===== config.mk =====
export PLATFORM = sky130hd
export DESIGN_NAME = fifo_stream_reader
export DESIGN_NICKNAME = d
export VERILOG_FILES = /design/src/rtl/fifo_stream_reader.sv
export SDC_FILE = /design/constraint.sdc
export NUM_CORES = 1
export LEC_CHECK = 0
export BUFFER_PORTS_ARGS = -buffer_cell sky130_fd_sc_hd__buf_2
export CORE_AREA = 2 2 51 100
export CTS_BUF_LIST = sky130_fd_sc_hd__clkbuf_2
export CTS_CLUSTER_SIZE = 25
export DETAILED_ROUTE_END_ITERATION = 12
export DIE_AREA = 0 0 53 102
export HOLD_SLACK_MARGIN = 0.12
export PLACE_DENSITY = 0.78
export SYNTH_ARGS = -nofsm -noshare
export SYNTH_HDL_FRONTEND = slang
export SYNTH_SLANG_ARGS = --single-unit
export TNS_END_PERCENT = 50

===== constraint.sdc =====
create_clock -name rd_clk_i -period 2.6 [get_ports rd_clk_i]
set_clock_uncertainty 0.15 [all_clocks]
set_input_delay 0.39 -clock rd_clk_i [delete_from_list [all_inputs] [get_ports rd_clk_i]]
set_output_delay 0.39 -clock rd_clk_i [all_outputs]
set_load 0.05 [all_outputs]

===== src/rtl/fifo_stream_reader.sv =====
//------------------------------------------------------------------------------
// Module   : fifo_stream_reader
// Brief    : Pops a show-ahead FIFO into a 2-entry buffer and streams it out
//            as valid/ready beats with burst framing and beat/burst counters.
// Revision : 1.0
//------------------------------------------------------------------------------
`default_nettype none

module fifo_stream_reader #(
  parameter int DATA_WIDTH = 8,
  parameter int BURST_LEN  = 4,
  parameter int CNT_WIDTH  = 16
) (
  input  logic                  rd_clk_i,
  input  logic                  reset_i,
  input  logic                  enable_i,
  input  logic                  fifo_empty_i,
  input  logic [DATA_WIDTH-1:0] fifo_rd_data_i,
  output logic                  fifo_rd_en_o,
  output logic                  out_valid_o,
  input  logic                  out_ready_i,
  output logic [DATA_WIDTH-1:0] out_data_o,
  output logic                  out_last_o,
  output logic                  busy_o,
  output logic [CNT_WIDTH-1:0]  beat_cnt_o,
  output logic [CNT_WIDTH-1:0]  burst_cnt_o
);

  localparam int              IDX_W    = (BURST_LEN > 1) ? $clog2(BURST_LEN) : 1;
  localparam logic [IDX_W-1:0] LAST_IDX = IDX_W'(BURST_LEN - 1);

  typedef enum logic [1:0] {
    ST_IDLE  = 2'd0,
    ST_RUN   = 2'd1,
    ST_DRAIN = 2'd2
  } state_t;

  state_t                state_q, state_d;
  logic [1:0]            occ_q, occ_d;
  logic [DATA_WIDTH-1:0] head_q, head_d;
  logic [DATA_WIDTH-1:0] tail_q, tail_d;
  logic [IDX_W-1:0]      beat_idx_q, beat_idx_d;
  logic [CNT_WIDTH-1:0]  beat_cnt_q, beat_cnt_d;
  logic [CNT_WIDTH-1:0]  burst_cnt_q, burst_cnt_d;

  logic w_pop;
  logic w_xfer;

  // Pop decision uses only registered occupancy, keeping out_ready off this path.
  assign w_pop  = !reset_i && (state_q == ST_RUN) && !fifo_empty_i && (occ_q != 2'd2);
  assign w_xfer = (occ_q != 2'd0) && out_ready_i;

  always_ff @(posedge rd_clk_i) begin
    if (reset_i) begin
      state_q     <= ST_IDLE;
      occ_q       <= 2'd0;
      head_q      <= '0;
      tail_q      <= '0;
      beat_idx_q  <= '0;
      beat_cnt_q  <= '0;
      burst_cnt_q <= '0;
    end else begin
      state_q     <= state_d;
      occ_q       <= occ_d;
      head_q      <= head_d;
      tail_q      <= tail_d;
      beat_idx_q  <= beat_idx_d;
      beat_cnt_q  <= beat_cnt_d;
      burst_cnt_q <= burst_cnt_d;
    end
  end

  always_comb begin
    state_d = state_q;
    unique case (state_q)
      ST_IDLE: begin
        if (enable_i) state_d = ST_RUN;
      end
      ST_RUN: begin
        if (!enable_i) state_d = ((occ_q == 2'd0) && !w_pop) ? ST_IDLE : ST_DRAIN;
      end
      ST_DRAIN: begin
        if (enable_i)               state_d = ST_RUN;
        else if (occ_q == 2'd0)     state_d = ST_IDLE;
      end
      default: state_d = ST_IDLE;
    endcase
  end

  always_comb begin
    occ_d  = occ_q;
    head_d = head_q;
    tail_d = tail_q;
    unique case ({w_pop, w_xfer})
      2'b10: begin
        occ_d = occ_q + 2'd1;
        if (occ_q == 2'd0) head_d = fifo_rd_data_i;
        else               tail_d = fifo_rd_data_i;
      end
      2'b01: begin
        occ_d  = occ_q - 2'd1;
        head_d = tail_q;
      end
      2'b11: begin
        // Head leaves and the new word lands behind whatever remains.
        head_d = (occ_q == 2'd1) ? fifo_rd_data_i : tail_q;
        tail_d = fifo_rd_data_i;
      end
      default: ;
    endcase
  end

  always_comb begin
    beat_idx_d  = beat_idx_q;
    beat_cnt_d  = beat_cnt_q;
    burst_cnt_d = burst_cnt_q;
    if (w_xfer) begin
      beat_cnt_d = beat_cnt_q + 1'b1;
      if (beat_idx_q == LAST_IDX) begin
        beat_idx_d  = '0;
        burst_cnt_d = burst_cnt_q + 1'b1;
      end else begin
        beat_idx_d = beat_idx_q + 1'b1;
      end
    end
  end

  assign fifo_rd_en_o = w_pop;
  assign out_valid_o  = (occ_q != 2'd0);
  assign out_data_o   = head_q;
  assign out_last_o   = (occ_q != 2'd0) && (beat_idx_q == LAST_IDX);
  assign busy_o       = (state_q != ST_IDLE);
  assign beat_cnt_o   = beat_cnt_q;
  assign burst_cnt_o  = burst_cnt_q;

endmodule

`default_nettype wire


# Yosys cells after proc, flatten, opt, wreduce, memory -nomap -nowiden
# Cells that the tools add are included.
op_classes:
  add_sub_neg: 5
  n_reduce_logical: 20
  n_eq_ne: 13
  mux: 13
ops:
  columns: ["cell", "count"]
  rows:
  - ["16-bit by 1-bit adder with 16-bit output (second input constant)", 2]
  - ["8-bit two-way mux", 3]
  - ["8-bit case mux with 3 select lines", 1]
  - ["8-bit case mux with 2 select lines", 1]
  - ["2-bit two-way mux", 6]
  - ["2-bit != test (second input constant)", 5]
  - ["2-bit == test (second input constant)", 4]
  - ["2-bit nonzero test", 4]
  - ["2-bit by 1-bit == test with 1-bit output (second input constant)", 3]
  - ["1-bit logical AND", 6]
  - ["2-bit case mux with 3 select lines", 1]
  - ["2-bit AND reduction", 3]
  - ["2-bit by 1-bit adder with 2-bit output (second input constant)", 2]
  - ["2-bit zero test", 2]
  - ["2-bit case mux with 2 select lines", 1]
  - ["1-bit zero test", 3]
  - ["3-bit != test (second input constant)", 1]
  - ["3-bit AND reduction", 1]
  - ["3-bit nonzero test", 1]
  - ["2-bit by 1-bit subtractor with 2-bit output (second input constant)", 1]
totals:
  output_inout_bits: 44
  regBits: 54

# Depth between registers and ports, before layout
depth:
  ltp_word: 9
  ltp_mapped: 11

# Worst setup path after synthesis
# Ideal clock, no wire load.
synth_timing:
  kind: "flip-flop to flip-flop"
  startpoint: "register occ_q[0]"
  endpoint: "register tail_q[0]"
  arrival_ns: 2.411
  slack_ns: -0.089
  n_path_buf: 1
  period_less_slack_ns: 2.689
  path_stages_with_launch: 11
  setup_ns: 0.128
  required_ns: 2.322
  cell_sequence: "dfxtp_1 > inv_1 > ha_1 > nor4_1 > nand2_1 > inv_1 > ha_1 > mux2_2 > clkbuf_1 > mux2i_1 > nor2_1"
synth_via:
  elab_chain_cells: 5
  word_cells_on_any_way: 11
synth_rtl:
  columns: ["element", "line", "rtl"]
  rows:
  - ["start, declared", "39", "logic [1:0] occ_q, occ_d;"]
  - ["start signal, assigned", "56", "occ_q <= 2'd0;"]
  - ["start signal, assigned", "64", "occ_q <= occ_d;"]
  - ["2-bit != test (*)", "50", "assign w_pop = !reset_i && (state_q == ST_RUN) && !fifo_empty_i && (occ_q != 2'd2);"]
  - ["1-bit logical AND (*)", "50", null]
  - ["via fifo_rd_en_o", "19", "output logic fifo_rd_en_o,"]
  - ["2-bit == test", "94", "unique case ({w_pop, w_xfer})"]
  - ["2-bit != test (no source line) or 2-bit nonzero test (tied branches)", null, null]
  - ["2-bit AND reduction (no source line)", null, null]
  - ["end signal, assigned", "66", "tail_q <= tail_d;"]
  - ["end, declared", "41", "logic [DATA_WIDTH-1:0] tail_q, tail_d;"]
# Mark *: on every way through the listed nets, which the timed path passes. The rest lies on a longest branch.
# A chain may end at the register's enable or synchronous reset.

# Final worst setup path
layout_timing:
  startpoint: "register occ_q[0]"
  endpoint: "register head_q[2], in the netlist out_data_o[2]"
layout_via:
  elab_chain_cells: 5
  word_cells_on_any_way: 14
layout_rtl:
  columns: ["element", "line", "rtl"]
  rows:
  - ["2-bit != test or 2-bit nonzero test (tied branches)", "50, 51", null]
  - ["1-bit logical AND (on tied branches)", "50, 51", null]
  - ["2-bit == test or 2-bit by 1-bit == test with 1-bit output (tied branches)", "94", null]
  - ["2-bit != test (no source line) or 3-bit nonzero test (tied branches)", null, null]
  - ["2-bit AND reduction (no source line)", null, null]
  - ["end signal, assigned", "57", "head_q <= '0;"]
  - ["end signal, assigned", "65", "head_q <= head_d;"]
  - ["end, declared", "40", "logic [DATA_WIDTH-1:0] head_q, head_d;"]
# Several ways; a longest one is shown, not always the timed one.

==> impl_metrics.csv <==
group,metric,value,unit
die,dieArea,5410,sq um
timing,finalCriticalPeriod,2.44,ns
layout,antennaDiodeCount,0,
synth,synth_simple_gate_area_share,25.9,%
clocking,ctsLongestPathBuffers,2,
place,portBuffers,56,
layout,multi_input_area,1290,sq um
global_routing,met1_usage,25.2,%
pwr,power_switching,0.800,mW
layout,fin_util,63.6,%
detailed_routing,ant_nets,0,
detailed_routing,first_iter_violations,26,
critical_path,critical_path_class,"flop to flop",
timing,timing.fmax,410,MHz
layout,drive_gt1_share,25.8,%
global_routing,antenna_found_initial,0,
synth,netlist_instances,269,
detailed_routing,drc,0,
global_routing,met2_usage,41.1,%
layout,final_common_cell,"buf_2",
timing,tightest_slew,0.591,ns
layout,n_fill_cell,421,
clocking,clk_transition_reported_paths,0.24,ns
timing,setup_tns,0,ns
critical_path,cp-start-kind,"flop",
synth,ys_warn_count,0,
synth,synth-xor-area-share,8.56,%
critical_path,worst_path_largest_cell_delay,0.39,ns
synth,synth_seq_area_share,44.0,%
critical_path,crit_chain,"inv_1 -> ha_2 -> nand2b_2 -> inv_1 -> ha_1 -> nor2b_1 -> o21a_2 -> a221oi_1 -> nor3_1",
detailed_routing,viasPerCell,5.48,
critical_path,arrival,2.61,ns
layout,final_cell_mix,"buf_2, dfxtp_1, nor2_1, nand2_1, xor2_1",
timing,timing.slew.headroom,60.6,%
timing,period_share,93.7,%
die,ios,57,
clocking,htreeDepth,2,
pwr,switching_share,39.9,%
pwr,p_per_area,686,nW/um^2
layout,syn_to_final_growth,19.1,%
place,gp_congestion,0.779,
pwr,p_leak,1.27,nW
critical_path,crit_fanout,9,
critical_path,critPathBufInv,2,
timing,worst_slack,0.164,ns
global_routing,globalRouteTotalUtil,22.6,%
critical_path,reg2reg_setup_slack,0.16,ns
critical_path,critical_path.top_delay_family,"compound AO/OA/AOI/OAI gates",
run,drv_cap,0,
global_routing,grt_pass1_vias,2122,
pwr,p_seq_share,47.7,%
pwr,p_total,2.01,mW
synth,synth_top_area_share,44.0,%
pwr,p_comb_share,36.4,%
detailed_routing,route.vias.total,2148,
pwr,clkPwrFrac,16.0,%
die,start_util,53.4,%
layout,design_area,2920,sq um
clocking,cts_tree,"yes",
synth,synth_fa_ha_area_share,4.59,%
clocking,cts_sinks,54,
pwr,ir_drop,0.694,mV
detailed_routing,wl_per_cell,13.9,um
die,die_x,53,um
place,hpwl,3840,um
global_routing,grt.met3_usage,3.95,%
pwr,p_int,1.21,mW
critical_path,cp_data_required_time,2.78,ns
place,placedInstanceArea,2780,sq um
clocking,cts_buffers,5,
timing,hold_viol_final,0,
clocking,cts_root_buf,"clkbuf_2",
timing,maxSlewViolCount,0,
critical_path,cpMostUsedCell,"inv_1",
min_path,min-delay-path-class,"input port to flop",
synth,ys_ff_latch,54,
synth,syn_avg_cell_area,9.13,sq um
synth,synth_top_family_by_area,"simple AND/OR/NAND/NOR gates",
outcome,status,"finished, final reports clean",
critical_path,critPathCaptureType,"flop",
global_routing,grt_pass1_wl,9360,um
critical_path,worst_path_max_delay_cell,"dfxtp_2",
place,pre_cts_slack,0.156,ns
detailed_routing,wirelength,5460,um
synth,synth_fp_nets,291,
layout,final_nets,358,
die,core,4600,sq um
global_routing,busiest_layer,"met2",
detailed_routing,drtPass1Iterations,4,
die,fp-row-count,35,
synth,synthMuxAreaShare,5.56,%
clocking,clk_latency,0.44,ns
global_routing,overflow,0,
die,die-height,102,um
global_routing,grt_max_degree,59,
synth,synth_compound_area_share,7.34,%
timing,finalSetupViolations,0,
layout,regArea,1080,sq um
synth,syn-cell-area,2450,sq um
synth,synth_cell_type_count,38,
synth,synth_largest_area_cell,"dfxtp_1",
synth,synthTopCellsByArea,"dfxtp_1, nor2_1, xor2_1",
[worst register-to-register path, stage by stage, from the launching register on]
cell and delay [ns]:
dfxtp_2 0.39, inv_1 0.08, ha_2 0.28, nand2b_2 0.21
inv_1 0.12, ha_1 0.23, nor2b_1 0.14, o21a_2 0.26
a221oi_1 0.39, nor3_1 0.09
[layout make-up]
type / instances / area share (%)
Tap cell: 55 / 2.35
Inverter: 9 / 1.28
Multi-Input combinational cell: 196 / 44.0
Clock inverter: 2 / 0.300
Clock buffer: 6 / 1.03
Sequential cell: 54 / 37.0
Timing Repair Buffer: 70 / 14.0
[cell families after synthesis]
logic type	Yosys count
adder cells (fa/ha/maj)	9
AND/OR/NAND/NOR	124
buffers and inverters	19
XOR/XNOR	24
multiplexers	13
flip-flops	54
AO/OA/AOI/OAI	26
[synthesized netlist by cell type]
cell,count
a211oi_1,2
a21oi_1,8
a221oi_1,9
a31o_2,2
a31oi_1,1
and2_1,5
and2b_2,1
and3_1,1
and3_2,1
and4_1,5
and4b_2,1
buf_1,1
buf_2,2
buf_6,2
clkbuf_1,4
dfxtp_1,54
dlymetal6s2s_1,1
ha_1,9
inv_1,9
mux2_2,5
mux2i_1,8
nand2_1,17
nand2b_2,1
nand3_1,8
nand3b_4,1
nand4_1,9
nand4b_1,1
nor2_1,46
nor2b_1,5
nor3_1,13
nor4_1,4
o21a_1,1
o21ai_0,3
or2_2,1
or3_1,3
or4_4,1
xnor2_1,8
xor2_1,16
[power by group through the flow]
stage / clock, mW / combinational (mW) / sequential [mW]
6_report: 0.320 / 0.730 / 0.957
5_1_grt: 0.373 / 0.790 / 0.969
4_1_cts: 0.332 / 0.715 / 0.955
3_5_place_dp: 0 / 0.703 / 0.969
3_3_place_gp: 0 / 0.688 / 0.970
2_1_floorplan: 0 / 0.380 / 1.14
[per-layer routing]
| metal | routed length, um | vias up |
|---|---|---|
| met1 | 2130 | 1026 |
| met3 | 209 | 7 |
| met5 | 0 | - |
| met2 | 3030 | 52 |
| li1 | - | 1063 |
| met4 | 85 | 0 |
[worst paths after layout]
kind / from / to / depth (start not counted)
setup / recovery: occ_q[0] / out_data_o[2] / 9
hold / removal: fifo_empty_i / state_q[1] / 4
setup reg to reg: occ_q[0] / out_data_o[2] / 9
hold reg to reg: beat_idx_q[1] / beat_idx_q[1] / 2
[registers in the layout, summed over array words and instances, names as in the netlist]
| signal | flops |
|---|---|
| beat_cnt_o | 16 |
| out_data_o | 8 |
| beat_idx_q | 2 |
| burst_cnt_o | 16 |
| state_q | 2 |
| tail_q | 8 |
| occ_q | 2 |
[per-stage QoR]
stage / hold slack, ns / cells
finish: 0.192 / 392
global route: 0.179 / 392
CTS: 0.182 / 392
detailed placement: 0.310 / 375
global placement: 0.301 / 375
floorplan: 0.290 / 269
[what timing repair did]
action	4_1_cts	5_1_grt
hold endpoints to repair	11	0
endpoints found under the setup margin	0	17
hold buffers	9	0
resized for setup	0	5
buffers inserted	0	0
Power figures use the tool's default switching activity.
